**src/rtl/tnn_pkg.sv**
```systemverilog
// Shared types and helpers for the ternary threshold neurons:
// weight codes, FSM state type, accumulator sizing and saturating add.
package tnn_pkg;

    localparam logic [1:0] W_ZERO = 2'b00;
    localparam logic [1:0] W_POS  = 2'b01;
    localparam logic [1:0] W_NEG  = 2'b10;

    typedef enum logic {
        ST_ACC  = 1'b0,
        ST_HOLD = 1'b1
    } state_t;

    // Result of a clamped addition: value is sign-extended to 32 bits.
    typedef struct packed {
        logic signed [31:0] value;
        logic               sat;
    } sat_res_t;

    // Signed width able to hold +/- max_beats*lanes*(2^in_w-1).
    function automatic int acc_width(input int in_w, input int lanes, input int max_beats);
        return $clog2(max_beats * lanes * ((1 << in_w) - 1) + 1) + 1;
    endfunction

    // a + b clamped to the signed range of 'width' bits; sat flags a clamp.
    function automatic sat_res_t sat_add(input logic signed [31:0] a,
                                         input logic signed [31:0] b,
                                         input int                 width);
        logic signed [32:0] raw;
        logic signed [32:0] hi;
        logic signed [32:0] lo;
        sat_res_t           res;
        raw       = 33'(a) + 33'(b);
        hi        = (33'sd1 <<< (width - 1)) - 33'sd1;
        lo        = -(33'sd1 <<< (width - 1));
        res.value = raw[31:0];
        res.sat   = 1'b0;
        if (raw > hi) begin
            res.value = hi[31:0];
            res.sat   = 1'b1;
        end else if (raw < lo) begin
            res.value = lo[31:0];
            res.sat   = 1'b1;
        end
        return res;
    endfunction

endpackage

```
**src/rtl/tnn_seq_threshold_neuron_if.sv**
```systemverilog
// Input beat stream and decision stream of one sequential threshold neuron.
interface tnn_seq_threshold_neuron_if
    import tnn_pkg::*;
#(
    parameter int IN_W      = 2,
    parameter int LANES     = 1,
    parameter int MAX_BEATS = 8
);
    localparam int ACC_W = acc_width(IN_W, LANES, MAX_BEATS);

    logic                     in_valid;
    logic                     in_ready;
    logic [LANES*IN_W-1:0]    in_act;
    logic [2*LANES-1:0]       in_wgt;
    logic                     in_last;
    logic                     out_valid;
    logic                     out_ready;
    logic                     out_bit;
    logic signed [ACC_W-1:0]  out_sum;
    logic                     out_sat;

    // Producer of beats and consumer of decisions.
    modport master (
        output in_valid, in_act, in_wgt, in_last, out_ready,
        input  in_ready, out_valid, out_bit, out_sum, out_sat
    );

    // The neuron itself.
    modport slave (
        input  in_valid, in_act, in_wgt, in_last, out_ready,
        output in_ready, out_valid, out_bit, out_sum, out_sat
    );
endinterface

```
**src/rtl/tnn_lane_sum.sv**
```systemverilog
// Combinational signed sum of LANES ternary-weighted unsigned activations.
module tnn_lane_sum
    import tnn_pkg::*;
#(
    parameter int IN_W  = 2,
    parameter int LANES = 1,
    parameter int SUM_W = acc_width(IN_W, LANES, 1)
) (
    input  logic [LANES*IN_W-1:0]   act,
    input  logic [2*LANES-1:0]      wgt,
    output logic signed [SUM_W-1:0] sum
);
    logic signed [SUM_W-1:0] term [LANES];

    generate
        for (genvar gi = 0; gi < LANES; gi++) begin : g_lane
            logic signed [SUM_W-1:0] mag;
            assign mag = SUM_W'({1'b0, act[gi*IN_W +: IN_W]});
            // Codes 00 and 11 both contribute nothing.
            assign term[gi] = (wgt[2*gi +: 2] == W_POS) ? mag :
                              (wgt[2*gi +: 2] == W_NEG) ? -mag : '0;
        end
    endgenerate

    // Adder tree kept as a simple chain; SUM_W already covers the worst case.
    always_comb begin
        sum = '0;
        for (int i = 0; i < LANES; i++) begin
            sum = sum + term[i];
        end
    end
endmodule

```
**src/rtl/tnn_seq_threshold_neuron.sv**
```systemverilog
// Sequential ternary threshold neuron: accumulates weighted beats until
// in_last, then holds a (sum + BIAS) > 0 decision until it is consumed.
module tnn_seq_threshold_neuron
    import tnn_pkg::*;
#(
    parameter int IN_W      = 2,
    parameter int LANES     = 1,
    parameter int MAX_BEATS = 8,
    parameter int BIAS      = 0
) (
    input  logic                        clk,
    input  logic                        rst_n,
    tnn_seq_threshold_neuron_if.slave   bus
);
    localparam int ACC_W  = acc_width(IN_W, LANES, MAX_BEATS);
    localparam int LANE_W = acc_width(IN_W, LANES, 1);

    state_t                   state_reg;
    state_t                   state_next;
    logic                     out_valid_next;
    logic                     in_ready_reg;
    logic signed [ACC_W-1:0]  acc_reg;
    logic                     sat_reg;
    logic                     out_bit_reg;
    logic signed [ACC_W-1:0]  out_sum_reg;
    logic                     out_sat_reg;

    logic signed [LANE_W-1:0] lane_sum;
    sat_res_t                 acc_res;
    sat_res_t                 bias_res;
    logic signed [ACC_W-1:0]  acc_next;
    logic signed [ACC_W-1:0]  final_sum;
    logic                     beat_fire;
    logic                     out_fire;
    logic                     unused_hi;

    tnn_lane_sum #(
        .IN_W  (IN_W),
        .LANES (LANES),
        .SUM_W (LANE_W)
    ) u_lane_sum (
        .act (bus.in_act),
        .wgt (bus.in_wgt),
        .sum (lane_sum)
    );

    // in_ready_reg is only ever high in ACC, so it qualifies the beat alone.
    assign beat_fire = bus.in_valid && in_ready_reg;
    assign out_fire  = (state_reg == ST_HOLD) && bus.out_ready;

    assign acc_res   = sat_add(32'(acc_reg), 32'(lane_sum), ACC_W);
    assign acc_next  = acc_res.value[ACC_W-1:0];
    assign bias_res  = sat_add(32'(acc_next), BIAS, ACC_W);
    assign final_sum = bias_res.value[ACC_W-1:0];
    // Upper bits are pure sign extension after clamping; the bias clamp is
    // not an accumulator saturation and is not reported.
    assign unused_hi = &{1'b0, acc_res.value[31:ACC_W], bias_res.value[31:ACC_W], bias_res.sat};

    // FSM state register.
    always_ff @(posedge clk or negedge rst_n) begin
        if (!rst_n) state_reg <= ST_ACC;
        else        state_reg <= state_next;
    end

    // Next state and decision-valid output.
    always_comb begin
        state_next     = state_reg;
        out_valid_next = 1'b0;
        case (state_reg)
            ST_ACC: begin
                if (beat_fire && bus.in_last) state_next = ST_HOLD;
            end
            ST_HOLD: begin
                out_valid_next = 1'b1;
                if (bus.out_ready) state_next = ST_ACC;
            end
            default: state_next = ST_ACC;
        endcase
    end

    // Registered ready so it stays low while reset is asserted and rises
    // on the first edge after release; no bubble when leaving HOLD.
    always_ff @(posedge clk or negedge rst_n) begin
        if (!rst_n) in_ready_reg <= 1'b0;
        else        in_ready_reg <= (state_next == ST_ACC);
    end

    // Accumulator, sticky saturation and the held decision.
    always_ff @(posedge clk or negedge rst_n) begin
        if (!rst_n) begin
            acc_reg     <= '0;
            sat_reg     <= 1'b0;
            out_bit_reg <= 1'b0;
            out_sum_reg <= '0;
            out_sat_reg <= 1'b0;
        end else begin
            if (beat_fire) begin
                if (bus.in_last) begin
                    acc_reg     <= '0;
                    sat_reg     <= 1'b0;
                    out_sum_reg <= final_sum;
                    out_bit_reg <= !final_sum[ACC_W-1] && (final_sum != '0);
                    out_sat_reg <= sat_reg | acc_res.sat;
                end else begin
                    acc_reg     <= acc_next;
                    sat_reg     <= sat_reg | acc_res.sat;
                end
            end
            if (out_fire) out_sat_reg <= 1'b0;
        end
    end

    assign bus.in_ready  = in_ready_reg;
    assign bus.out_valid = out_valid_next;
    assign bus.out_bit   = out_bit_reg;
    assign bus.out_sum   = out_sum_reg;
    assign bus.out_sat   = out_sat_reg;
endmodule
```
**src/flat_wrapper.sv**
```systemverilog
// flat-port wrapper written by rule: the top's interface ports become plain ports
module tnn_seq_threshold_neuron_flat import tnn_pkg::*;
#(
    parameter int IN_W      = 2,
    parameter int LANES     = 1,
    parameter int MAX_BEATS = 8,
    parameter int BIAS      = 0
)
  (clk, rst_n, bus_in_valid, bus_in_act, bus_in_wgt, bus_in_last, bus_out_ready, bus_in_ready, bus_out_valid, bus_out_bit, bus_out_sum, bus_out_sat);
  tnn_seq_threshold_neuron_if #(.IN_W(IN_W), .LANES(LANES), .MAX_BEATS(MAX_BEATS)) bus_i ();
  input  logic clk;
  input  logic rst_n;
  input wire logic [$bits(bus_i.in_valid)-1:0] bus_in_valid;
  input wire logic [$bits(bus_i.in_act)-1:0] bus_in_act;
  input wire logic [$bits(bus_i.in_wgt)-1:0] bus_in_wgt;
  input wire logic [$bits(bus_i.in_last)-1:0] bus_in_last;
  input wire logic [$bits(bus_i.out_ready)-1:0] bus_out_ready;
  output wire logic [$bits(bus_i.in_ready)-1:0] bus_in_ready;
  output wire logic [$bits(bus_i.out_valid)-1:0] bus_out_valid;
  output wire logic [$bits(bus_i.out_bit)-1:0] bus_out_bit;
  output wire logic [$bits(bus_i.out_sum)-1:0] bus_out_sum;
  output wire logic [$bits(bus_i.out_sat)-1:0] bus_out_sat;
  assign bus_i.in_valid = bus_in_valid;
  assign bus_i.in_act = bus_in_act;
  assign bus_i.in_wgt = bus_in_wgt;
  assign bus_i.in_last = bus_in_last;
  assign bus_i.out_ready = bus_out_ready;
  assign bus_in_ready = bus_i.in_ready;
  assign bus_out_valid = bus_i.out_valid;
  assign bus_out_bit = bus_i.out_bit;
  assign bus_out_sum = bus_i.out_sum;
  assign bus_out_sat = bus_i.out_sat;
  tnn_seq_threshold_neuron #(.IN_W(IN_W), .LANES(LANES), .MAX_BEATS(MAX_BEATS), .BIAS(BIAS)) u_core (.clk(clk), .rst_n(rst_n), .bus(bus_i));
endmodule
```
**config.mk**
```make
export PLATFORM = sky130hd
export DESIGN_NAME = tnn_seq_threshold_neuron_flat
export DESIGN_NICKNAME = d
export VERILOG_FILES = /design/src/rtl/tnn_pkg.sv /design/src/rtl/tnn_seq_threshold_neuron_if.sv /design/src/rtl/tnn_lane_sum.sv /design/src/rtl/tnn_seq_threshold_neuron.sv /design/src/flat_wrapper.sv
export SDC_FILE = /design/constraint.sdc
export NUM_CORES = 1
export LEC_CHECK = 0
export ABC_CLOCK_PERIOD_IN_PS = 3560
export BUFFER_PORTS_ARGS = -buffer_cell sky130_fd_sc_hd__buf_4
export CAP_MARGIN = 20
export CORE_MARGIN = 4
export CORE_UTILIZATION = 55
export CTS_BUF_LIST = sky130_fd_sc_hd__clkbuf_8
export CTS_CLUSTER_DIAMETER = 60
export DETAILED_ROUTE_END_ITERATION = 10
export GPL_TIMING_DRIVEN = 0
export HOLD_SLACK_MARGIN = 0.1
export PLACE_DENSITY = 0.86
export SLEW_MARGIN = 20
export SYNTH_ARGS = -nofsm -noshare
export SYNTH_HDL_FRONTEND = slang
export SYNTH_SLANG_ARGS = --single-unit
```
**constraint.sdc**
```tcl
create_clock -name clk -period 3.56 [get_ports clk]
set_clock_uncertainty 0.1 [all_clocks]
set_input_delay 0.178 -clock clk [delete_from_list [all_inputs] [get_ports clk]]
set_output_delay 0.178 -clock clk [all_outputs]
set_load 0.02 [all_outputs]
```
==> results.toml, run 1 <==
[placement]
placed_area_um2 = 1340
place.port_buffers = 18
hpwl_reported_at_the_end_of_detailed_placement_um = 1860
gp_routability_congestion = 0.828

[synthesis]
yosysWarnings = 0
post_synth_fa_ha_maj_area_fraction_pct = 10.5
synthTopCellsByArea = "dfrtp_1 36%, ha_1 4.3%, nand2_1 4.2%"
yosys.area_share.xor_xnor_pct = 5.25
syn_avg_cell_area_um2 = 9.82
synth_cell_type_count = 43
synth_enable_flop_cells = 0
postSynthRegisterBits = 17
synth-simple-area-share_pct = 15.6
combinational_family_with_the_most_area_after_synthesis = "compound AO/OA/AOI/OAI gates"
area_of_the_mapped_netlist_um2 = 1170
netlist_instances = 119
synth.largest_area_cell = "dfrtp_1"
yosys.area.top_type_share_pct = 36.4
ys_async_sr_fraction_pct = 100
synth_nets = 133
synth-seq-area-share_pct = 36.4
post_synth_mux_area_share_pct = 6.64
synth_compound_area_share_pct = 21.5
synth_top_flop_cell = "dfrtp_1"

[power_and_ir_drop]
vdd_ir_drop_max_uv = 569
p_leak_nw = 0.651
power_density_nw_per_um2 = 677
power.total_mw = 0.957

[clock_tree]
clock_tree_from_tritoncts = "built"
cts_max_path_buffers = 2
cts_setup_buffers = 0
insertion_delay_ns = 0.25
h-tree-depth = 1
numClockSinks = 17
cts-buffers-inserted = 3
ctsRootBufferMaster = "clkbuf_8"
post_cts.resized_instances = 0
cts_hold_buffers = 3
worst_setup_hold_path_clk_slew_ns = 0.06

[layout]
multi_input_gate_area_um2 = 696
drive_gt1_share_pct = 22.9
final_area_um2 = 1410
number_of_fill_cells_in_the_layout = 140
syn2layout_area_growth_pct = 20.9
num-nets-final = 159
seq_area_um2 = 425
diodes = 0

[floorplanning]
placeableCoreArea_um2 = 1980
floorplan.die.height_um = 54.1
die_w_um = 54.1
fp.dieArea_um2 = 2930
ios = 19
row_count = 16
initial_core_utilization_pct = 59.0

[sta]
achievable-frequency_ghz = 0.334
rsz0062_at_grt = "false"
min_period_over_period_pct = 84.2
final_period_minus_worst_setup_slack_ns = 3.00
final_max_slew_viol_count = 0
max_slew_margin_pct = 53.8
setup-violations-final = 0
fin_tns_setup_ns = 0
worstMarginPinSlew_ns = 0.693
timing_hold_violations_final = 0

[global_route]
grt_max_degree = 18
final_global_route_overflow_total = 0
grt_first_pass_wirelength_um = 4000
grt_use_met1_pct = 20.8
grt_most_used_layer = "met2"
first_global_vias = 990
grt_usage_pct = 19.4
grtUsageMet2_pct = 34.7
grt.met3_usage_pct = 6.09
antenna_found_initial = 0

[critical_path]
timing.critical_path.to_type = "register"
crit_top_cell = "ha_1"
cp_data_required_time_ns = 3.60
cp_slowest_cell = "maj3_1"
worst-endpoint-arrival_ns = 3.04
critical_path.cell_chain = "buf_4 -> inv_1 -> ha_1 -> or3b_1 -> buf_6 -> inv_4 -> ha_1 -> and2_1 -> a2111oi_2 -> o2bb2ai_1 -> maj3_1 -> mux2_2"
family_with_the_most_delay_on_the_worst_path = "adder cells"
cp_num_buf_inv = 4
timing.setup.critical_path_class = "in -> reg"
max_stage_delay_ns = 0.44
timing.critical_path.fanout_max = 9
startpoint_type = "input port"

[routing]
viasPerCell = 5.75
via_count = 984
drt-wirelength-per-cell_um = 14.1
wl_um = 2410
postRouteAntennaNets = 0
drt_iter0_drc = 28
dr.pass1.iters = 4
drc_errors = 0

[min_path]
hold_path_class = "in -> reg"

[run]
max_cap_viol_count = 0

[run_status]
run_status = "finished clean"
[metrics by stage]
stage                     utilization, %  instances  setup WS [ns]  hold WS [ns]
after global placement              67.5        164          0.362       -0.0570
after CTS                           71.3        171          0.539         0.149
after global routing                71.3        171          0.431         0.205
after floorplan                        -        119          0.661        -0.218
after detailed placement            67.5        164          0.293       -0.0506
final                               71.3        171          0.562         0.151
[routing by layer]
| metal | part of all wire (%) | vias to the layer above |
|---|---|---|
| met2 | 54 | 30 |
| met4 | 0.87 | 0 |
| met5 | 0 | - |
| met1 | 39 | 468 |
| met3 | 6.5 | 5 |
| li1 | - | 481 |
[cell usage in the layout, fill, tap and decap left out, types with 2 or more instances in the layout]
cell type | netlist | layout
a21oi_1 | 5 | 5
a22o_1 | 4 | 4
and2_1 | 4 | 4
and3_1 | 2 | 2
buf_4 | 0 | 18
clkbuf_1 | 3 | 3
clkbuf_8 | 0 | 3
dfrtp_1 | 17 | 17
dlygate4sd3_1 | 0 | 3
ha_1 | 4 | 4
inv_1 | 4 | 5
maj3_1 | 3 | 3
maj3_2 | 2 | 2
mux2_2 | 2 | 2
mux2i_1 | 4 | 4
nand2_1 | 13 | 13
nand3_1 | 2 | 2
nand3b_1 | 2 | 2
nor2_1 | 9 | 9
nor2b_1 | 2 | 2
nor3_1 | 2 | 2
o21ai_0 | 5 | 5
o22ai_1 | 2 | 2
xnor2_1 | 4 | 4
xor2_1 | 3 | 3
[cell usage after synthesis, types with 2 or more instances]
library cell,instances
nor2_1,9
mux2_2,2
xor2_1,3
nand2_1,13
dfrtp_1,17
inv_1,4
and3_1,2
clkbuf_1,3
nand3b_1,2
nor3_1,2
a22o_1,4
ha_1,4
nand3_1,2
and2_1,4
maj3_2,2
mux2i_1,4
xnor2_1,4
maj3_1,3
nor2b_1,2
a21oi_1,5
o21ai_0,5
o22ai_1,2
[power by group]
part	switching, mW	internal (mW)	total [mW]	leakage [nW]
clock	0.0617	0.0765	0.138	0.0269
sequential	0.0481	0.262	0.311	0.210
combinational	0.275	0.234	0.508	0.414
total	0.384	0.573	0.957	0.651
[final cells by class]
type / count / share of cell area (%)
Tap cell: 27 / 2.39
Clock buffer: 3 / 2.92
Multi-Input combinational cell: 92 / 49.2
Timing Repair Buffer: 21 / 11.7
Inverter: 5 / 1.51
Buffer: 5 / 1.86
Clock inverter: 1 / 0.266
Sequential cell: 17 / 30.1
[tightest hold or removal path: cells and delay by family]
| kind | cells | cell delay, ns |
|---|---|---|
| buf+inv | 1 | 0.09 |
| compound gates | 1 | 0.06 |
| simple gates | 1 | 0.12 |
[cell families (layout without fill, tap and decap cells)]
logic type / after synthesis / in the layout
flops: 17 / 17
fa+ha+maj: 10 / 10
compound gates: 30 / 30
xor+xnor: 7 / 7
mux: 7 / 7
simple gates: 38 / 38
buf+inv: 10 / 35
[path summary, 6_finish.rpt]
path	start	endpoint	slack, ns	depth (start not counted)
setup / recovery	bus_in_act[0]	u_core.bus.out_sum[1]	0.56	12
hold / removal	bus_in_valid	u_core.sat_reg	0.15	3
setup reg to reg	u_core.acc_reg[0]	u_core.bus.out_sum[1]	0.58	7
hold reg to reg	u_core.bus.out_sum[2]	u_core.bus.out_sum[2]	0.38	2
max in group asynchronous	rst_n	u_core.state_reg	2.95	2
min in group asynchronous	rst_n	u_core.bus.out_sum[5]	0.22	2
Note: power is estimated with default switching activity, not from simulation.
==> inputs of run 2 (changes only) <==
--- a/config.mk
+++ b/config.mk
@@ -5,11 +5,12 @@
 export SDC_FILE = /design/constraint.sdc
 export NUM_CORES = 1
 export LEC_CHECK = 0
-export ABC_CLOCK_PERIOD_IN_PS = 3560
+export ABC_AREA = 1
+export ABC_CLOCK_PERIOD_IN_PS = 2400
 export BUFFER_PORTS_ARGS = -buffer_cell sky130_fd_sc_hd__buf_4
 export CAP_MARGIN = 20
 export CORE_MARGIN = 4
-export CORE_UTILIZATION = 55
+export CORE_UTILIZATION = 52
 export CTS_BUF_LIST = sky130_fd_sc_hd__clkbuf_8
 export CTS_CLUSTER_DIAMETER = 60
 export DETAILED_ROUTE_END_ITERATION = 10
==> constraint.sdc (replaced) <==
create_clock -name clk -period 2.4 [get_ports clk]
set_clock_uncertainty 0.1 [all_clocks]
set_input_delay 0.12 -clock clk [delete_from_list [all_inputs] [get_ports clk]]
set_output_delay 0.12 -clock clk [all_outputs]
set_load 0.02 [all_outputs]
==> run 2 against run 1 <==
  * Non-clock buffer count shrank 4
  * Synthesized cell count grew 19%
  * Cell count grew 13%
  * Clock-buffer cell count is the same
  * Wire length shrank 4.9%
  * Core utilization shrank 3.3 points
  * Sequential power grew 57%
  * Synthesized area shrank 5.6%
  * Critical path depth grew 2
  * Via count shrank 1.9%
  * Die area shrank 0.11%
  * Critical endpoint is now u_core.bus.out_bit
  * Highest routed layer unchanged
==> results.toml, run 2 <==
[sta]
max_slew_margin_pct = 75.1
final_max_slew_viol_count = 0
timing_hold_violations_final = 0
setup-violations-final = 0
final_period_minus_worst_setup_slack_ns = 2.16
achievable-frequency_ghz = 0.463
hold_slack_ns = 0.123
fin_tns_setup_ns = 0
rsz0062_at_grt = "false"
worstMarginPinSlew_ns = 0.374
min_period_over_period_pct = 89.9

[synthesis]
synth.largest_area_cell = "dfrtp_1"
synth_nets = 156
postSynthRegisterBits = 17
synth_top_flop_cell = "dfrtp_1"
yosysWarnings = 0
area_of_the_mapped_netlist_um2 = 1100
synth.cells.most_frequent = "34 x nand2_1, 23 x inv_1, 17 x dfrtp_1"
synth-seq-area-share_pct = 38.5
netlist_instances = 142
syn_avg_cell_area_um2 = 7.77
synth_enable_flop_cells = 0
synth_cell_type_count = 23
post-synth-top-count-cell = "nand2_1"
ys_async_sr_fraction_pct = 100
synthTopCellsByArea = "dfrtp_1 39%, nand2_1 12%, inv_1 7.8%"
yosys.area.top_type_share_pct = 38.5

[layout]
mostFrequentLayoutCell = "nand2_1"
seq_area_um2 = 425
fin_cells = 194
final_cell_mix = "34 x nand2_1, 24 x inv_1, 18 x buf_4"
diodes = 0
number_of_fill_cells_in_the_layout = 164
final_area_um2 = 1350
drive_gt1_share_pct = 27.5
num-nets-final = 182
multi_input_gate_area_um2 = 573
syn2layout_area_growth_pct = 22.1

[global_route]
grt_first_pass_wirelength_um = 3960
grt_max_degree = 18
grt_usage_pct = 18.8
final_global_route_overflow_total = 0
first_global_vias = 923
antenna_found_initial = 0

[clock_tree]
h-tree-depth = 1
insertion_delay_ns = 0.25
cts_setup_buffers = 0
ctsRootBufferMaster = "clkbuf_8"
cts-buffers-inserted = 3
worst_setup_hold_path_clk_slew_ns = 0.06
numClockSinks = 17
clock_tree_from_tritoncts = "built"
cts_max_path_buffers = 2

[floorplanning]
ios = 19
placeableCoreArea_um2 = 1980
die_w_um = 54.1
floorplan.die.height_um = 54.1
initial_core_utilization_pct = 55.7
row_count = 16
fp.dieArea_um2 = 2920

[routing]
postRouteAntennaNets = 0
via_count = 965
drt-wirelength-per-cell_um = 11.8
drc_errors = 0
dr.pass1.iters = 4
wl_um = 2290
viasPerCell = 4.97
drt_iter0_drc = 21

[min_path]
hold_path_class = "in -> reg"

[critical_path]
worst-endpoint-arrival_ns = 2.21
timing.critical_path.fanout_max = 8
timing.critical_path.to_type = "register"
critical_path.cell_chain = "ha_1 -> fa_1 -> nand4_1 -> nand2_2 -> nand2_2 -> nand2_2 -> nand2_4 -> nand2_4 -> nand2_1 -> nand2_1 -> nor2_1 -> nand2_1 -> nand2_1 -> nand2_1"
cp_slowest_cell = "fa_1"
startpoint_type = "register"
cp_data_required_time_ns = 2.45
max_stage_delay_ns = 0.41
crit_top_cell = "nand2_1"
timing.setup.critical_path_class = "reg -> reg"

[placement]
dp.cells = 187
place.port_buffers = 18
gp_routability_congestion = 0.800
hpwl_reported_at_the_end_of_detailed_placement_um = 1780
placed_area_um2 = 1270

[power_and_ir_drop]
power_density_nw_per_um2 = 1120
vdd_ir_drop_max_uv = 852
power.total_mw = 1.51
p_leak_nw = 0.784

[run]
max_cap_viol_count = 0

[run_status]
run_status = "finished clean"
-- run 2: cell families after synthesis --
family,share of synthesized area [%]
buffers and inverters,9.52
DFF,38.5
xor gates and xnor gates,2.38
adders and majority gates,6.35
and+or+nand+nor,33.6
AOI/OAI and AO/OA,9.64
-- run 2: critical path: cells and delay by family (launching register included) --
kind / cells / cell delay [ns]
simple gates: 12 / 0.94
flops: 1 / 0.39
fa+ha+maj: 2 / 0.64
-- run 2: final cells by class --
type | instances | area share (%)
buffer | 1 | 0.279
clock buffer | 3 | 3.06
clock inverter | 1 | 0.279
inverter | 27 | 7.52
multi-input combinational | 97 | 42.5
sequential | 17 | 31.6
tap | 27 | 2.51
timing repair buffer | 21 | 12.3
-- run 2: final timing paths --
kind	from	cells after the start	slack (ns)	end
min reg2reg	u_core.bus.out_bit	2	0.39	u_core.bus.out_bit
min in group asynchronous	rst_n	2	0.15	u_core.bus.out_sum[5]
max reg2reg	u_core.acc_reg[0]	14	0.24	u_core.bus.out_bit
max in group asynchronous	rst_n	2	1.86	u_core.acc_reg[0]
min	bus_in_valid	4	0.12	u_core.acc_reg[0]
max	u_core.acc_reg[0]	14	0.24	u_core.bus.out_bit
-- run 2: stage by stage --
stage	setup WS [ns]	util (%)
after floorplan	0.253	-
after global placement	-0.0410	64.2
after detailed placement	-0.113	64.2
after CTS	0.150	68.0
after global routing	0.0234	68.0
final	0.242	68.0
-- run 2: power by group --
group | switching, mW | total, mW | internal [mW]
clock | 0.0928 | 0.206 | 0.114
combinational | 0.510 | 0.816 | 0.306
sequential | 0.0800 | 0.488 | 0.408
-- run 2: timing repair --
| action | CTS | global route |
|---|---|---|
| setup endpoints to repair | 0 | 4 |
| endpoints found under the hold margin | 20 | 0 |
| hold buffers | 3 | 0 |
| resized for setup | 0 | 1 |
-- run 2: routing by layer --
layer,share of wire [%],GRT usage (%),vias to the layer above
li1,-,-,493
met1,45,23.6,440
met2,49,32.3,27
met3,4.1,1.94,5
met4,2.1,8.71,0
met5,0,0,-
==> inputs of run 3 (changes only) <==
--- a/config.mk
+++ b/config.mk
@@ -10,14 +10,15 @@
 export BUFFER_PORTS_ARGS = -buffer_cell sky130_fd_sc_hd__buf_4
 export CAP_MARGIN = 20
 export CORE_MARGIN = 4
-export CORE_UTILIZATION = 52
+export CORE_UTILIZATION = 51
 export CTS_BUF_LIST = sky130_fd_sc_hd__clkbuf_8
 export CTS_CLUSTER_DIAMETER = 60
 export DETAILED_ROUTE_END_ITERATION = 10
 export GPL_TIMING_DRIVEN = 0
 export HOLD_SLACK_MARGIN = 0.1
-export PLACE_DENSITY = 0.86
+export PLACE_DENSITY = 0.85
 export SLEW_MARGIN = 20
 export SYNTH_ARGS = -nofsm -noshare
 export SYNTH_HDL_FRONTEND = slang
+export SYNTH_HIERARCHICAL = 1
 export SYNTH_SLANG_ARGS = --single-unit
==> run 3 against run 2 <==
  * Design area down 2.5%
  * Hold slack improved by 0.035 ns
  * Global-route usage fell by 0.80 points
  * Flip-flop and latch count unchanged
  * Largest power group unchanged
  * Non-clock buffer count unchanged
==> results.toml, run 3 <==
[floorplanning]
initial_core_utilization_pct = 54.0
die_w_um = 53.8
ios = 19
row_count = 16
placeableCoreArea_um2 = 1980
fp.dieArea_um2 = 2890
floorplan.die.height_um = 53.8

[sta]
timing_hold_violations_final = 0
final_max_slew_viol_count = 0
final_period_minus_worst_setup_slack_ns = 2.17
min_period_over_period_pct = 90.6
max_slew_margin_pct = 74.0
worstMarginPinSlew_ns = 0.390
rsz0062_at_grt = "false"
fin_tns_setup_ns = 0
setup-violations-final = 0
achievable-frequency_ghz = 0.460

[synthesis]
synth_cell_type_count = 25
postSynthRegisterBits = 17
yosysWarnings = 6
synth_top_flop_cell = "dfrtp_1"
netlist_instances = 139
synthTopCellsByArea = "dfrtp_1 40%, nand2_1 15%, ha_1 8.2%"
synth_nets = 156
synth.largest_area_cell = "dfrtp_1"
area_of_the_mapped_netlist_um2 = 1070
yosys.area.top_type_share_pct = 39.8
synth_enable_flop_cells = 0
syn_avg_cell_area_um2 = 7.70
post-synth-top-count-cell = "nand2_1"
synth.cells.most_frequent = "44 x nand2_1, 20 x inv_1, 17 x dfrtp_1"
ys_async_sr_fraction_pct = 100
synth-seq-area-share_pct = 39.8

[critical_path]
worst-endpoint-arrival_ns = 2.26
setup.reg_to_reg.worst_slack_ns = 0.23
startpoint_type = "register"
cp_data_required_time_ns = 2.48
timing.critical_path.to = "u_core/bus.out_bit"
critical_path.startpoint = "u_core/acc_reg[0]"
worst-r2r-cell-count = 14
timing.critical_path.fanout_max = 4
regToRegStartpoint = "u_core/acc_reg[0]"
r2r_end = "u_core/bus.out_bit"
timing.critical_path.to_type = "register"
timing.setup.critical_path_class = "reg -> reg"

[layout]
postLayoutCoreUtil_pct = 66.3
diodes = 0
mostFrequentLayoutCell = "nand2_1"
fin_cells = 191
num-nets-final = 182
syn2layout_area_growth_pct = 22.8
drive_gt1_share_pct = 19.5
number_of_fill_cells_in_the_layout = 163
final_cell_mix = "44 x nand2_1, 21 x inv_1, 18 x buf_4"

[routing]
drt_iter0_drc = 36
drt-wirelength-per-cell_um = 11.6
dr.pass1.iters = 4
drc_errors = 0
via_count = 996
postRouteAntennaNets = 0
viasPerCell = 5.21
wl_um = 2210

[placement]
place.port_buffers = 18
gp_routability_congestion = 0.844
hpwl_reported_at_the_end_of_detailed_placement_um = 1770
dp.cells = 184

[clock_tree]
ctsRootBufferMaster = "clkbuf_8"
clock_tree_from_tritoncts = "built"
cts_max_path_buffers = 2
worst_setup_hold_path_clk_slew_ns = 0.06
h-tree-depth = 1
insertion_delay_ns = 0.24
numClockSinks = 17
cts_setup_buffers = 0
cts-buffers-inserted = 3

[global_route]
antenna_found_initial = 0
grt_max_degree = 18
grt_usage_pct = 18.0
grt_first_pass_wirelength_um = 3750
first_global_vias = 909
final_global_route_overflow_total = 0

[run_status]
run_status = "finished clean"

[run]
max_cap_viol_count = 0

[power_and_ir_drop]
psw_mw = 0.702
internal_portion_of_total_power_mw = 0.856
vdd_ir_drop_max_uv = 778
seqPwrFrac_pct = 30.9
p_clk_share_pct = 12.6
power_density_nw_per_um2 = 1190
power_switching_share_pct = 45.0
p_leak_nw = 0.737
logic_gate_share_of_total_power_pct = 56.5

[min_path]
hold_path_class = "in -> async"
run 3: changes by cell type in the layout (fill, tap and decap cells not counted), sizes merged, moves of 2 or more:
cell,change
xor2,-3
nand2,-2
nor2,-5
nor3,+2
nand4,-2
nand3,+8
inv,-4
ha,+3
run 3: timing repair:
action                                 4_1_cts  5_1_grt
gates resized for setup                      0        0
endpoints found under the hold margin       21        0
hold buffers                                 3        0
run 3: worst max-delay path: stages, from the launching register on:
cell and delay (ns):
dfrtp_1 0.35, ha_1 0.20, inv_1 0.07, fa_1 0.41, inv_1 0.08, nand3_1 0.08
nand2_1 0.11, nand2_2 0.09, a21oi_4 0.16, nand2_2 0.11, nand2_1 0.07, nand2_1 0.08
nand3_1 0.09, nand2_1 0.07, nand2_1 0.05
run 3: power by group through the flow:
| stage | Sequential, mW | Clock (mW) | Combinational (mW) |
|---|---|---|---|
| final | 0.482 | 0.197 | 0.880 |
| after global placement | 0.479 | 0 | 0.844 |
| after detailed placement | 0.486 | 0 | 0.863 |
| after CTS | 0.483 | 0.203 | 0.878 |
| after global routing | 0.497 | 0.215 | 0.984 |
| after floorplan | 0.565 | 0 | 0.521 |
run 3: worst min-delay path by stage:
stage          start                     to  slack (ns)  cells past startpoint
3_5_place_dp   rst_n  u_core/bus.out_sum[1]       -0.11                      1
6_report       rst_n  u_core/bus.out_sum[3]        0.16                      2
3_3_place_gp   rst_n     u_core/bus.out_bit       -0.11                      1
2_1_floorplan  rst_n      u_core/acc_reg[0]       -0.28                      0
4_1_cts        rst_n     u_core/bus.out_sat        0.16                      2
5_1_grt        rst_n       u_core/state_reg        0.17                      2
run 3: metal layers:
layer,wire length [um],global-route usage [%],vias to the layer above
met3,122,1.94,4
li1,-,-,503
met1,887,20.4,452
met4,25,9.36,0
met2,1180,32.9,37
met5,0,0,-
run 3: layout make-up:
cell class	instances	area, um^2	area share (%)
well taps	27	33.8	2.57
flip-flops and latches	17	425	32.4
inverters	22	82.6	6.29
multi-input cells	99	558	42.5
clock inverters	1	3.75	0.286
plain buffers	1	3.75	0.286
clock buffers	3	41.3	3.14
repair buffers	21	165	12.6
run 3: cells by family after synthesis:
logic type	share of synthesized area, %
buf+inv	8.07
fa+ha+maj	10.1
compound gates	11.9
simple gates	29.4
flops	39.8
xor+xnor	0.819
run 3: stage by stage:
| step | total power, mW | setup slack (ns) | cell area, um^2 | hold WS, ns |
|---|---|---|---|---|
| final | 1.56 | 0.225 | 1310 | 0.158 |
| after global routing | 1.70 | 0.106 | 1310 | 0.174 |
| after CTS | 1.56 | 0.240 | 1310 | 0.163 |
| after detailed placement | 1.35 | 0.0206 | 1240 | -0.109 |
| after global placement | 1.32 | 0.142 | 1240 | -0.110 |
| after floorplan | 1.09 | 0.437 | 1070 | -0.276 |
